==> src/rtl/pll_phase_ctrl.sv <==
// pll_phase_ctrl
// Sequences EHXPLLL reset and lock acquisition, then serialises dynamic
// phase-shift requests onto PHASESEL/PHASEDIR/PHASESTEP. Runs on the PLL
// reference clock (CLK, same net as CLKI).
// Optional feature macro: PLL_LOCK_WATCHDOG_EN -- when defined, losing lock
// after it was acquired aborts any in-flight request (done=1, err=1) and
// re-runs the PLL reset sequence. When undefined, lock loss only drops
// 'locked' and sequencing carries on.
module pll_phase_ctrl #(
    parameter int RST_CYCLES    = 16,
    parameter int LOCK_TIMEOUT  = 4096,
    parameter int SETUP_CYCLES  = 2,
    parameter int STEP_HIGH     = 2,
    parameter int STEP_GAP      = 4,
    parameter int SETTLE_CYCLES = 8
) (
    input  logic       CLK,
    input  logic       RST,
    input  logic       LOCK,
    input  logic       req_valid,
    input  logic [1:0] req_sel,
    input  logic       req_dir,
    input  logic [7:0] req_steps,
    output logic       req_ready,
    output logic       done,
    output logic       err,
    output logic       locked,
    output logic [3:0] retry_cnt,
    output logic       PLL_RST,
    output logic [1:0] PHASESEL,
    output logic       PHASEDIR,
    output logic       PHASESTEP,
    output logic       PHASELOADREG
);

`ifdef PLL_LOCK_WATCHDOG_EN
    localparam logic WATCHDOG = 1'b1;
`else
    localparam logic WATCHDOG = 1'b0;
`endif

    // Terminal counts for the shared cycle counter (counter runs 0..N-1).
    localparam logic [31:0] RST_LAST    = 32'(RST_CYCLES - 1);
    localparam logic [31:0] TIMEOUT_LAST = 32'(LOCK_TIMEOUT - 1);
    localparam logic [31:0] SETUP_LAST  = 32'(SETUP_CYCLES - 1);
    localparam logic [31:0] HIGH_LAST   = 32'(STEP_HIGH - 1);
    localparam logic [31:0] GAP_LAST    = 32'(STEP_GAP - 1);
    localparam logic [31:0] SETTLE_LAST = 32'(SETTLE_CYCLES - 1);

    typedef enum logic [2:0] {
        RST_HOLD,
        WAIT_LOCK,
        IDLE,
        SETUP,
        STEP_HI,
        STEP_LO,
        SETTLE
    } state_t;

    state_t      state_reg, state_next;
    logic [31:0] cnt_reg, cnt_next;
    logic [7:0]  steps_reg, steps_next;
    logic [1:0]  sel_reg, sel_next;
    logic        dir_reg, dir_next;
    logic [3:0]  retry_reg, retry_next;
    logic        lock_meta_reg, lock_sync_reg;
    logic        pll_rst_reg, pll_rst_next;
    logic        step_reg, step_next;
    logic        ready_reg, ready_next;
    logic        done_reg, done_next;
    logic        err_reg, err_next;
    logic        locked_reg, locked_next;
    logic        accept;
    logic        post_lock_cur;
    logic        post_lock_nxt;

    // Two-flop synchroniser for the asynchronous PLL LOCK output.
    always_ff @(posedge CLK or posedge RST) begin
        if (RST) begin
            lock_meta_reg <= 1'b0;
            lock_sync_reg <= 1'b0;
        end else begin
            lock_meta_reg <= LOCK;
            lock_sync_reg <= lock_meta_reg;
        end
    end

    // State, counters, captured request fields and registered outputs.
    always_ff @(posedge CLK or posedge RST) begin
        if (RST) begin
            state_reg   <= RST_HOLD;
            cnt_reg     <= '0;
            steps_reg   <= '0;
            sel_reg     <= '0;
            dir_reg     <= 1'b0;
            retry_reg   <= '0;
            pll_rst_reg <= 1'b1;
            step_reg    <= 1'b0;
            ready_reg   <= 1'b0;
            done_reg    <= 1'b0;
            err_reg     <= 1'b0;
            locked_reg  <= 1'b0;
        end else begin
            state_reg   <= state_next;
            cnt_reg     <= cnt_next;
            steps_reg   <= steps_next;
            sel_reg     <= sel_next;
            dir_reg     <= dir_next;
            retry_reg   <= retry_next;
            pll_rst_reg <= pll_rst_next;
            step_reg    <= step_next;
            ready_reg   <= ready_next;
            done_reg    <= done_next;
            err_reg     <= err_next;
            locked_reg  <= locked_next;
        end
    end

    // Next-state and next-output decode; outputs are derived from the next
    // state so every pin is driven straight from a flop.
    always_comb begin
        state_next = state_reg;
        cnt_next   = cnt_reg + 32'd1;
        steps_next = steps_reg;
        sel_next   = sel_reg;
        dir_next   = dir_reg;
        retry_next = retry_reg;
        done_next  = 1'b0;
        err_next   = 1'b0;
        accept     = 1'b0;

        post_lock_cur = (state_reg != RST_HOLD) && (state_reg != WAIT_LOCK);

        case (state_reg)
            RST_HOLD: begin
                if (cnt_reg == RST_LAST) state_next = WAIT_LOCK;
            end
            WAIT_LOCK: begin
                if (lock_sync_reg) begin
                    state_next = IDLE;
                end else if (cnt_reg == TIMEOUT_LAST) begin
                    state_next = RST_HOLD;
                    if (retry_reg != 4'hF) retry_next = retry_reg + 4'd1;
                end
            end
            IDLE: begin
                // ready_reg is what the requester saw this cycle.
                if (req_valid && ready_reg) begin
                    accept     = 1'b1;
                    sel_next   = req_sel;
                    dir_next   = req_dir;
                    steps_next = req_steps;
                    if (req_steps == 8'd0) done_next = 1'b1;
                    else                   state_next = SETUP;
                end
            end
            SETUP: begin
                if (cnt_reg == SETUP_LAST) state_next = STEP_HI;
            end
            STEP_HI: begin
                if (cnt_reg == HIGH_LAST) begin
                    steps_next = steps_reg - 8'd1;
                    state_next = (steps_reg == 8'd1) ? SETTLE : STEP_LO;
                end
            end
            STEP_LO: begin
                if (cnt_reg == GAP_LAST) state_next = STEP_HI;
            end
            SETTLE: begin
                if (cnt_reg == SETTLE_LAST) begin
                    done_next  = 1'b1;
                    state_next = IDLE;
                end
            end
            default: state_next = RST_HOLD;
        endcase

        // Lock loss after acquisition: abort whatever is in flight and
        // restart the PLL. A request accepted on this same cycle counts as
        // in flight because the requester already saw the handshake.
        if (WATCHDOG && post_lock_cur && !lock_sync_reg) begin
            state_next = RST_HOLD;
            done_next  = 1'b0;
            if ((state_reg != IDLE) || accept) begin
                done_next = 1'b1;
                err_next  = 1'b1;
            end
        end

        // Every state measures its dwell time from zero.
        if (state_next != state_reg) cnt_next = '0;

        post_lock_nxt = (state_next != RST_HOLD) && (state_next != WAIT_LOCK);
        pll_rst_next  = (state_next == RST_HOLD);
        step_next     = (state_next == STEP_HI);
        ready_next    = (state_next == IDLE) && !accept;
        locked_next   = post_lock_nxt && lock_sync_reg;
    end

    assign req_ready    = ready_reg;
    assign done         = done_reg;
    assign err          = err_reg;
    assign locked       = locked_reg;
    assign retry_cnt    = retry_reg;
    assign PLL_RST      = pll_rst_reg;
    assign PHASESEL     = sel_reg;
    assign PHASEDIR     = dir_reg;
    assign PHASESTEP    = step_reg;
    assign PHASELOADREG = 1'b0;

endmodule

==> config.mk <==
export PLATFORM = sky130hd
export DESIGN_NAME = pll_phase_ctrl
export DESIGN_NICKNAME = d
export VERILOG_FILES = /design/src/rtl/pll_phase_ctrl.sv
export SDC_FILE = /design/constraint.sdc
export NUM_CORES = 1
export LEC_CHECK = 0
export BUFFER_PORTS_ARGS = -buffer_cell sky130_fd_sc_hd__buf_2
export CAP_MARGIN = 25
export CORE_ASPECT_RATIO = 0.7
export CORE_MARGIN = 10
export CORE_UTILIZATION = 37
export DETAILED_ROUTE_END_ITERATION = 6
export SYNTH_ARGS = -nofsm -noshare
export SYNTH_HDL_FRONTEND = slang
export SYNTH_SLANG_ARGS = --single-unit
==> constraint.sdc <==
create_clock -name CLK -period 2.6 [get_ports CLK]
set_input_delay 0.13 -clock CLK [delete_from_list [all_inputs] [get_ports CLK]]
set_output_delay 0.13 -clock CLK [all_outputs]
set_load 0.05 [all_outputs]
==> results of run 1 <==
-- layout by cell type (no fill, tap or decap), drive strengths merged, types with 2 or more instances in the layout --
cell         instances
ha                   5
nand3               16
o211ai               2
o31ai                2
conb                 2
nor4b                2
nor3                10
a21oi               41
xor2                11
dlygate4sd3          2
nand2               19
nor2                28
and4                 6
and3                 5
o22a                 2
or3                  5
nor4                18
clkbuf              13
nor3b                3
a31oi                4
inv                  9
mux2                 4
nand4               13
o21a                 3
xnor2               22
or4b                 2
o21ai                8
buf                 41
dfrtp               56
clkinv               3
-- kinds of logic (layout without fill, tap and decap cells) --
logic type | after synthesis | in the layout | share of synthesized area, %
muxes | 5 | 5 | 1.76
buffers and inverters | 27 | 68 | 5.09
other | 1 | 2 | 0.112
adders and majority gates | 5 | 5 | 1.87
AOI/OAI and AO/OA | 71 | 71 | 16.3
xor gates and xnor gates | 33 | 33 | 8.64
DFF | 57 | 57 | 42.7
and+or+nand+nor | 132 | 132 | 23.5
-- metrics by stage --
step,utilization [%],instance area (um^2),instances,hold WS (ps)
finish,45.8,3950,493,33.7
global route,45.8,3950,493,38.6
CTS,45.8,3950,493,24.6
detailed placement,42.4,3660,475,133
global placement,42.4,3660,475,132
floorplan,-,3350,332,161
-- final cells by class --
cell class                 instances  area, um^2
fill                             843        4670
timing repair buffer              43         313
clock buffer                      13         260
sequential                        57        1430
tap                              120         150
multi-input combinational        248        1750
inverter                           9        33.8
clock inverter                     3        15.0
-- metal layers --
metal | vias up | share of wire (%)
met4 | 0 | 1.0
met3 | 6 | 5.5
met2 | 65 | 40
met1 | 1267 | 53
met5 | - | 0
li1 | 1280 | -
-- critical path, stage by stage (launching register included) --
cell and delay, ps:
dfrtp_1 430, nor4_1 420, nand4_1 180, or2_4 290, o311a_4 370, a21bo_4 260
buf_12 160, a21oi_1 140
-- power breakdown --
group / switching [mW] / internal [mW] / leakage (nW)
registers: 0.130 / 1.04 / 0.751
clock network: 0.389 / 0.690 / 0.139
logic: 0.839 / 0.462 / 0.719
-- repair_timing --
action | CTS | global route
hold endpoints to repair | 15 | 0
hold buffers | 2 | 0
setup endpoints to repair | 0 | 0
-- final timing paths --
kind                          startpoint             to  slack, ps  depth (start not counted)
setup / recovery             cnt_reg[19]    cnt_reg[31]        250                          7
min in group asynchronous            RST   steps_reg[1]        320                          3
setup reg to reg             cnt_reg[19]    cnt_reg[31]        250                          7
hold reg to reg            lock_meta_reg  lock_sync_reg        350                          0
max in group asynchronous            RST     cnt_reg[1]       1600                          4
hold / removal                req_sel[0]    PHASESEL[0]         30                          2
==> impl_results.html, run 1 <==
<table>
<tr><th>Metric</th><th>Value</th></tr>
<tr><th colspan="2">Status</th></tr>
<tr><td>Outcome</td><td>completed</td></tr>
<tr><th colspan="2">Synthesis</th></tr>
<tr><td>Number of synthesized register bits</td><td>57</td></tr>
<tr><td>Most frequent cells after synthesis</td><td>dfrtp_1 (56), a21oi_2 (30), nor2_1 (28), xnor2_1 (22), nand2_1 (19)</td></tr>
<tr><td>Area leader, netlist</td><td>dfrtp_1</td></tr>
<tr><td>Mapped cell area</td><td>3350 um^2</td></tr>
<tr><td>Ys async rst share</td><td>100%</td></tr>
<tr><td>Syn. warnings</td><td>0</td></tr>
<tr><td>Top-count cell post-synth</td><td>dfrtp_1</td></tr>
<tr><td>Share of the synthesized area in the top cell type</td><td>41.9%</td></tr>
<tr><td>Number of distinct standard cells referenced by the synthesized netlist</td><td>54</td></tr>
<tr><td>Proportion of synthesized chip area in sequential cells</td><td>42.7%</td></tr>
<tr><td>Cell count after synthesis</td><td>331</td></tr>
<tr><td>Synth Flop Type</td><td>dfrtp_1</td></tr>
<tr><td>Synthesized area per cell</td><td>10.1 um^2</td></tr>
<tr><td>Leading cell types by total area after synthesis</td><td>dfrtp_1 (42%), a21oi_2 (7.9%), xnor2_1 (5.8%)</td></tr>
<tr><td>Number of flops mapped to enable cells by yosys</td><td>0</td></tr>
<tr><th colspan="2">Clocking</th></tr>
<tr><td>Insertion delay to the later sink of the worst-skew pair</td><td>330 ps</td></tr>
<tr><td>Total number of clock tree sinks</td><td>57</td></tr>
<tr><td>Count of instances resized after the clock tree is built</td><td>0</td></tr>
<tr><td>Maximum buffer depth of the clock tree</td><td>2</td></tr>
<tr><td>Root buffer cell</td><td>clkbuf_16</td></tr>
<tr><td>Post-CTS setup repair buffer count</td><td>0</td></tr>
<tr><td>TritonCTS clock tree</td><td>built</td></tr>
<tr><td>Number of buffers inserted during clock tree synthesis</td><td>9</td></tr>
<tr><td>CTS clk-pin slew, worst paths</td><td>50 ps</td></tr>
<tr><td>Level count of the clock H-tree</td><td>3</td></tr>
<tr><th colspan="2">STA</th></tr>
<tr><td>Max-slew headroom at the worst pin</td><td>55.7%</td></tr>
<tr><td>Endpoints failing hold</td><td>0</td></tr>
<tr><td>Post-Route Setup TNS</td><td>0 ps</td></tr>
<tr><td>RSZ-0062 raised after global routing</td><td>no</td></tr>
<tr><td>Measured slew at the worst slew-check pin</td><td>659 ps</td></tr>
<tr><td>Peak Freq</td><td>0.426 GHz</td></tr>
<tr><td>Final number of setup-violating endpoints</td><td>0</td></tr>
<tr><td>Setup slack of the critical path after layout</td><td>251 ps</td></tr>
<tr><td>Worst clock skew</td><td>6.50 ps</td></tr>
<tr><td>Part of the cycle the worst path needs</td><td>90.3%</td></tr>
<tr><td>Max-slew violation count</td><td>0</td></tr>
<tr><td>Final worst path period need</td><td>2350 ps</td></tr>
<tr><th colspan="2">Floorplan</th></tr>
<tr><td>Cell row count</td><td>28</td></tr>
<tr><td>Initial Utilization</td><td>38.8%</td></tr>
<tr><td>Die area</td><td>13300 um^2</td></tr>
<tr><td>Die height</td><td>99.6 um</td></tr>
<tr><td>Width of the die</td><td>134 um</td></tr>
<tr><td>Area of the core</td><td>8620 um^2</td></tr>
<tr><td>Number of top-level design ports</td><td>29</td></tr>
<tr><th colspan="2">Global route</th></tr>
<tr><td>All-layer global routing usage</td><td>12.4%</td></tr>
<tr><td>GRT met1 Usage</td><td>18.2%</td></tr>
<tr><td>GR met2 Demand/Resource</td><td>16.3%</td></tr>
<tr><td>Top Usage Layer GRT</td><td>met1</td></tr>
<tr><td>GR Layer Usage met3</td><td>3.87%</td></tr>
<tr><td>Number of antenna violations at the first check in global routing</td><td>0</td></tr>
<tr><td>Maximum number of pins on one net before global-route repair</td><td>26</td></tr>
<tr><td>Global route overflow</td><td>0</td></tr>
<tr><td>Via count of the first global-routing pass</td><td>2555</td></tr>
<tr><td>First-pass GRT wire length</td><td>13400 um</td></tr>
<tr><th colspan="2">Routing</th></tr>
<tr><td>Via density per instance</td><td>5.31</td></tr>
<tr><td>ANT nets after route</td><td>0</td></tr>
<tr><td>Vias</td><td>2618</td></tr>
<tr><td>Post-detailed-routing wire length</td><td>7800 um</td></tr>
<tr><td>Pre-antenna DRT Iters</td><td>7</td></tr>
<tr><td>Routed WL per cell</td><td>15.8 um</td></tr>
<tr><td>Drt drc</td><td>0</td></tr>
<tr><td>Violation count after the first detailed-route iteration</td><td>185</td></tr>
<tr><th colspan="2">Run</th></tr>
<tr><td>Max-cap violations</td><td>0</td></tr>
<tr><th colspan="2">Cells and area</th></tr>
<tr><td>Max reg flops</td><td>32</td></tr>
<tr><td>Count of antenna diodes in the layout</td><td>0</td></tr>
<tr><td>Layout cells sized above 1</td><td>28.4%</td></tr>
<tr><td>Area Overhead vs Synth</td><td>18.1%</td></tr>
<tr><td>Net count reported at finish</td><td>388</td></tr>
<tr><th colspan="2">Pwr</th></tr>
<tr><td>Cell area power density</td><td>898 nW/um^2</td></tr>
<tr><td>Maximum vdd drop</td><td>0.456 mV</td></tr>
<tr><td>Post-layout total power</td><td>3.55 mW</td></tr>
<tr><td>P_leak</td><td>1.61 nW</td></tr>
<tr><th colspan="2">Placement</th></tr>
<tr><td>Number of port buffers</td><td>26</td></tr>
<tr><td>Setup slack at placement</td><td>276 ps</td></tr>
<tr><td>Placed wire-length estimate after detailed placement</td><td>5610 um</td></tr>
<tr><td>Routability Congestion</td><td>0.876</td></tr>
<tr><th colspan="2">Worst setup path</th></tr>
<tr><td>CP Launch Type</td><td>register</td></tr>
<tr><td>Worst-path maximum fanout</td><td>11</td></tr>
<tr><td>Arrival time of data at the critical path endpoint</td><td>2600 ps</td></tr>
<tr><td>Endpoint type of the worst setup path</td><td>register</td></tr>
<tr><td>Required arrival time at the worst endpoint</td><td>2850 ps</td></tr>
<tr><td>Setup Crit Path Kind</td><td>register to register</td></tr>
<tr><th colspan="2">Min path</th></tr>
<tr><td>Class of the tightest hold or removal check</td><td>input port to register</td></tr>
</table>
Note: power is estimated with default switching activity, not from simulation.
==> run 2, diff against run 1 <==
==> constraint.sdc (replaced) <==
create_clock -name CLK -period 2.6 [get_ports CLK]
set_input_delay 0 -clock CLK [delete_from_list [all_inputs] [get_ports CLK]]
set_output_delay 0 -clock CLK [all_outputs]
set_load 0.05 [all_outputs]
==> run 2 against run 1 <==
Worst hold slack got worse by 6.9 ps. Routed wire length increased by 2.1%. Power increased by 1.8%. Critical path depth unchanged. Clock skew decreased by 1.5 ps. Clock-buffer cell count increased by 1. Clock power increased by 5%. Combinational power about the same. Register-to-register slack got worse by 140 ps. Non-clock buffer count increased by 8. Largest cell class unchanged. Largest power group unchanged.
==> impl_results.html, run 2 (synthesis gave the netlist of run 1 again) <==
<table>
<tr><th>Metric</th><th>Value</th></tr>
<tr><th colspan="2">Cells and area</th></tr>
<tr><td>Commonest non-fill, non-tap cells in the layout</td><td>dfrtp_1 (56), a21oi_2 (30), nor2_1 (28), buf_2 (26), xnor2_1 (22)</td></tr>
<tr><td>Layout cells sized above 1</td><td>28.6%</td></tr>
<tr><td>Max reg flops</td><td>32</td></tr>
<tr><td>Final core utilization</td><td>47.2%</td></tr>
<tr><td>Count of antenna diodes in the layout</td><td>0</td></tr>
<tr><td>Most common library cell in the layout ignoring fill and taps</td><td>dfrtp_1</td></tr>
<tr><td>Net count reported at finish</td><td>396</td></tr>
<tr><td>Non-Filler Cell Area, Final</td><td>4070 um^2</td></tr>
<tr><td>Fillcell total</td><td>827</td></tr>
<tr><td>Area Overhead vs Synth</td><td>21.7%</td></tr>
<tr><td>Post-route insts no fill</td><td>501</td></tr>
<tr><th colspan="2">Global route</th></tr>
<tr><td>Global route overflow</td><td>0</td></tr>
<tr><td>Maximum number of pins on one net before global-route repair</td><td>46</td></tr>
<tr><td>First-pass GRT wire length</td><td>13600 um</td></tr>
<tr><td>Number of antenna violations at the first check in global routing</td><td>0</td></tr>
<tr><td>All-layer global routing usage</td><td>12.6%</td></tr>
<tr><td>Via count of the first global-routing pass</td><td>2568</td></tr>
<tr><th colspan="2">STA</th></tr>
<tr><td>Final number of setup-violating endpoints</td><td>0</td></tr>
<tr><td>Final worst path period need</td><td>2480 ps</td></tr>
<tr><td>RSZ-0062 raised after global routing</td><td>no</td></tr>
<tr><td>Post-Route Setup TNS</td><td>0 ps</td></tr>
<tr><td>Worst clock skew</td><td>4.96 ps</td></tr>
<tr><td>Measured slew at the worst slew-check pin</td><td>594 ps</td></tr>
<tr><td>Endpoints failing hold</td><td>0</td></tr>
<tr><td>Part of the cycle the worst path needs</td><td>95.6%</td></tr>
<tr><td>Max-slew violation count</td><td>0</td></tr>
<tr><td>Max-slew headroom at the worst pin</td><td>60.0%</td></tr>
<tr><td>Peak Freq</td><td>0.402 GHz</td></tr>
<tr><th colspan="2">Pwr</th></tr>
<tr><td>Maximum vdd drop</td><td>0.505 mV</td></tr>
<tr><td>Cell area power density</td><td>888 nW/um^2</td></tr>
<tr><td>Post-layout total power</td><td>3.61 mW</td></tr>
<tr><td>P_leak</td><td>1.66 nW</td></tr>
<tr><th colspan="2">Floorplan</th></tr>
<tr><td>Number of top-level design ports</td><td>29</td></tr>
<tr><td>Area of the core</td><td>8620 um^2</td></tr>
<tr><td>Width of the die</td><td>134 um</td></tr>
<tr><td>Die height</td><td>99.6 um</td></tr>
<tr><td>Cell row count</td><td>28</td></tr>
<tr><td>Initial Utilization</td><td>38.8%</td></tr>
<tr><td>Die area</td><td>13300 um^2</td></tr>
<tr><th colspan="2">Worst setup path</th></tr>
<tr><td>CP Launch Type</td><td>register</td></tr>
<tr><td>Cells along the critical path</td><td>nor4_4 -&gt; nand4_1 -&gt; or2_4 -&gt; o311a_4 -&gt; a21bo_4 -&gt; buf_4 -&gt; a21oi_2</td></tr>
<tr><td>Arrival time of data at the critical path endpoint</td><td>2740 ps</td></tr>
<tr><td>Endpoint type of the worst setup path</td><td>register</td></tr>
<tr><td>Required arrival time at the worst endpoint</td><td>2850 ps</td></tr>
<tr><td>Setup Crit Path Kind</td><td>register to register</td></tr>
<tr><td>Highest cell delay on the worst timing path</td><td>490 ps</td></tr>
<tr><td>Slowest stage cell, crit path</td><td>dfrtp_1</td></tr>
<tr><td>Worst-path maximum fanout</td><td>7</td></tr>
<tr><th colspan="2">Clocking</th></tr>
<tr><td>Post-CTS setup repair buffer count</td><td>0</td></tr>
<tr><td>Total number of clock tree sinks</td><td>57</td></tr>
<tr><td>Level count of the clock H-tree</td><td>3</td></tr>
<tr><td>Insertion delay to the later sink of the worst-skew pair</td><td>320 ps</td></tr>
<tr><td>Maximum buffer depth of the clock tree</td><td>2</td></tr>
<tr><td>CTS clk-pin slew, worst paths</td><td>50 ps</td></tr>
<tr><td>TritonCTS clock tree</td><td>built</td></tr>
<tr><td>Root buffer cell</td><td>clkbuf_16</td></tr>
<tr><td>Number of buffers inserted during clock tree synthesis</td><td>9</td></tr>
<tr><th colspan="2">Routing</th></tr>
<tr><td>Met2 Routed Length</td><td>3340 um</td></tr>
<tr><td>Pre-antenna DRT Iters</td><td>4</td></tr>
<tr><td>Length of routed met3 wiring</td><td>436 um</td></tr>
<tr><td>Post-detailed-routing wire length</td><td>7960 um</td></tr>
<tr><td>ANT nets after route</td><td>0</td></tr>
<tr><td>Wire length on met1</td><td>4140 um</td></tr>
<tr><td>Via density per instance</td><td>5.37</td></tr>
<tr><td>Vias</td><td>2688</td></tr>
<tr><td>Violation count after the first detailed-route iteration</td><td>199</td></tr>
<tr><td>Uppermost metal layer occupied by signal nets</td><td>met4</td></tr>
<tr><td>Routed WL per cell</td><td>15.9 um</td></tr>
<tr><td>Drt drc</td><td>0</td></tr>
<tr><th colspan="2">Placement</th></tr>
<tr><td>Number of port buffers</td><td>26</td></tr>
<tr><td>Placed wire-length estimate after detailed placement</td><td>5630 um</td></tr>
<tr><td>Cell total after placement</td><td>475</td></tr>
<tr><td>Placed cell area</td><td>3640 um^2</td></tr>
<tr><td>Routability Congestion</td><td>0.844</td></tr>
<tr><th colspan="2">Min path</th></tr>
<tr><td>Class of the tightest hold or removal check</td><td>input port to register</td></tr>
<tr><th colspan="2">Status</th></tr>
<tr><td>Outcome</td><td>completed</td></tr>
<tr><th colspan="2">Run</th></tr>
<tr><td>Max-cap violations</td><td>0</td></tr>
</table>
## run 2: path summary, 6_finish.rpt
check                               from             to  slack (ps)  cells past startpoint
min                         req_steps[5]   steps_reg[5]          30                      3
min in group asynchronous            RST   state_reg[2]         210                      3
max reg2reg                  cnt_reg[13]    cnt_reg[19]         120                      7
max in group asynchronous            RST     cnt_reg[6]        1650                      5
min reg2reg                lock_meta_reg  lock_sync_reg         350                      0
max                          cnt_reg[13]    cnt_reg[19]         120                      7
## run 2: critical path: cells and delay by family (launching register included)
| kind | cells | cell delay, ps |
|---|---|---|
| simple gates | 3 | 900 |
| compound gates | 3 | 820 |
| flops | 1 | 490 |
| buf+inv | 1 | 190 |
## run 2: area by class of cell
cell class,instances,area (um^2),area share [%]
clock inverter,2,10.0,0.246
inverter,9,33.8,0.830
sequential,57,1430,35.1
clock buffer,14,284,6.98
multi-input combinational,248,1770,43.6
timing repair buffer,51,390,9.59
tap,120,150,3.69
## run 2: where the power goes
group | leakage (nW) | switching, mW | internal, mW
clock network | 0.149 | 0.390 | 0.745
logic | 0.760 | 0.836 | 0.471
registers | 0.751 | 0.133 | 1.04
total | 1.66 | 1.36 | 2.25
## run 2: what timing repair did
item                                    CTS  global route
gates resized for setup                   0             3
endpoints found under the setup margin    0             8
hold buffers                              9             0
endpoints found under the hold margin    51             0
## run 2: metrics by stage
stage	hold WS (ps)	worst slack [ps]
after global placement	110	121
after floorplan	31.4	485
after global routing	31.3	13.3
final	26.7	115
after CTS	13.7	92.2
after detailed placement	112	110
## run 2: per-layer routing
layer  vias up  track usage (%)
li1       1308                -
met1      1307             18.6
met2        69             16.7
met3         4             4.37
met4         0             3.25
met5         -                0
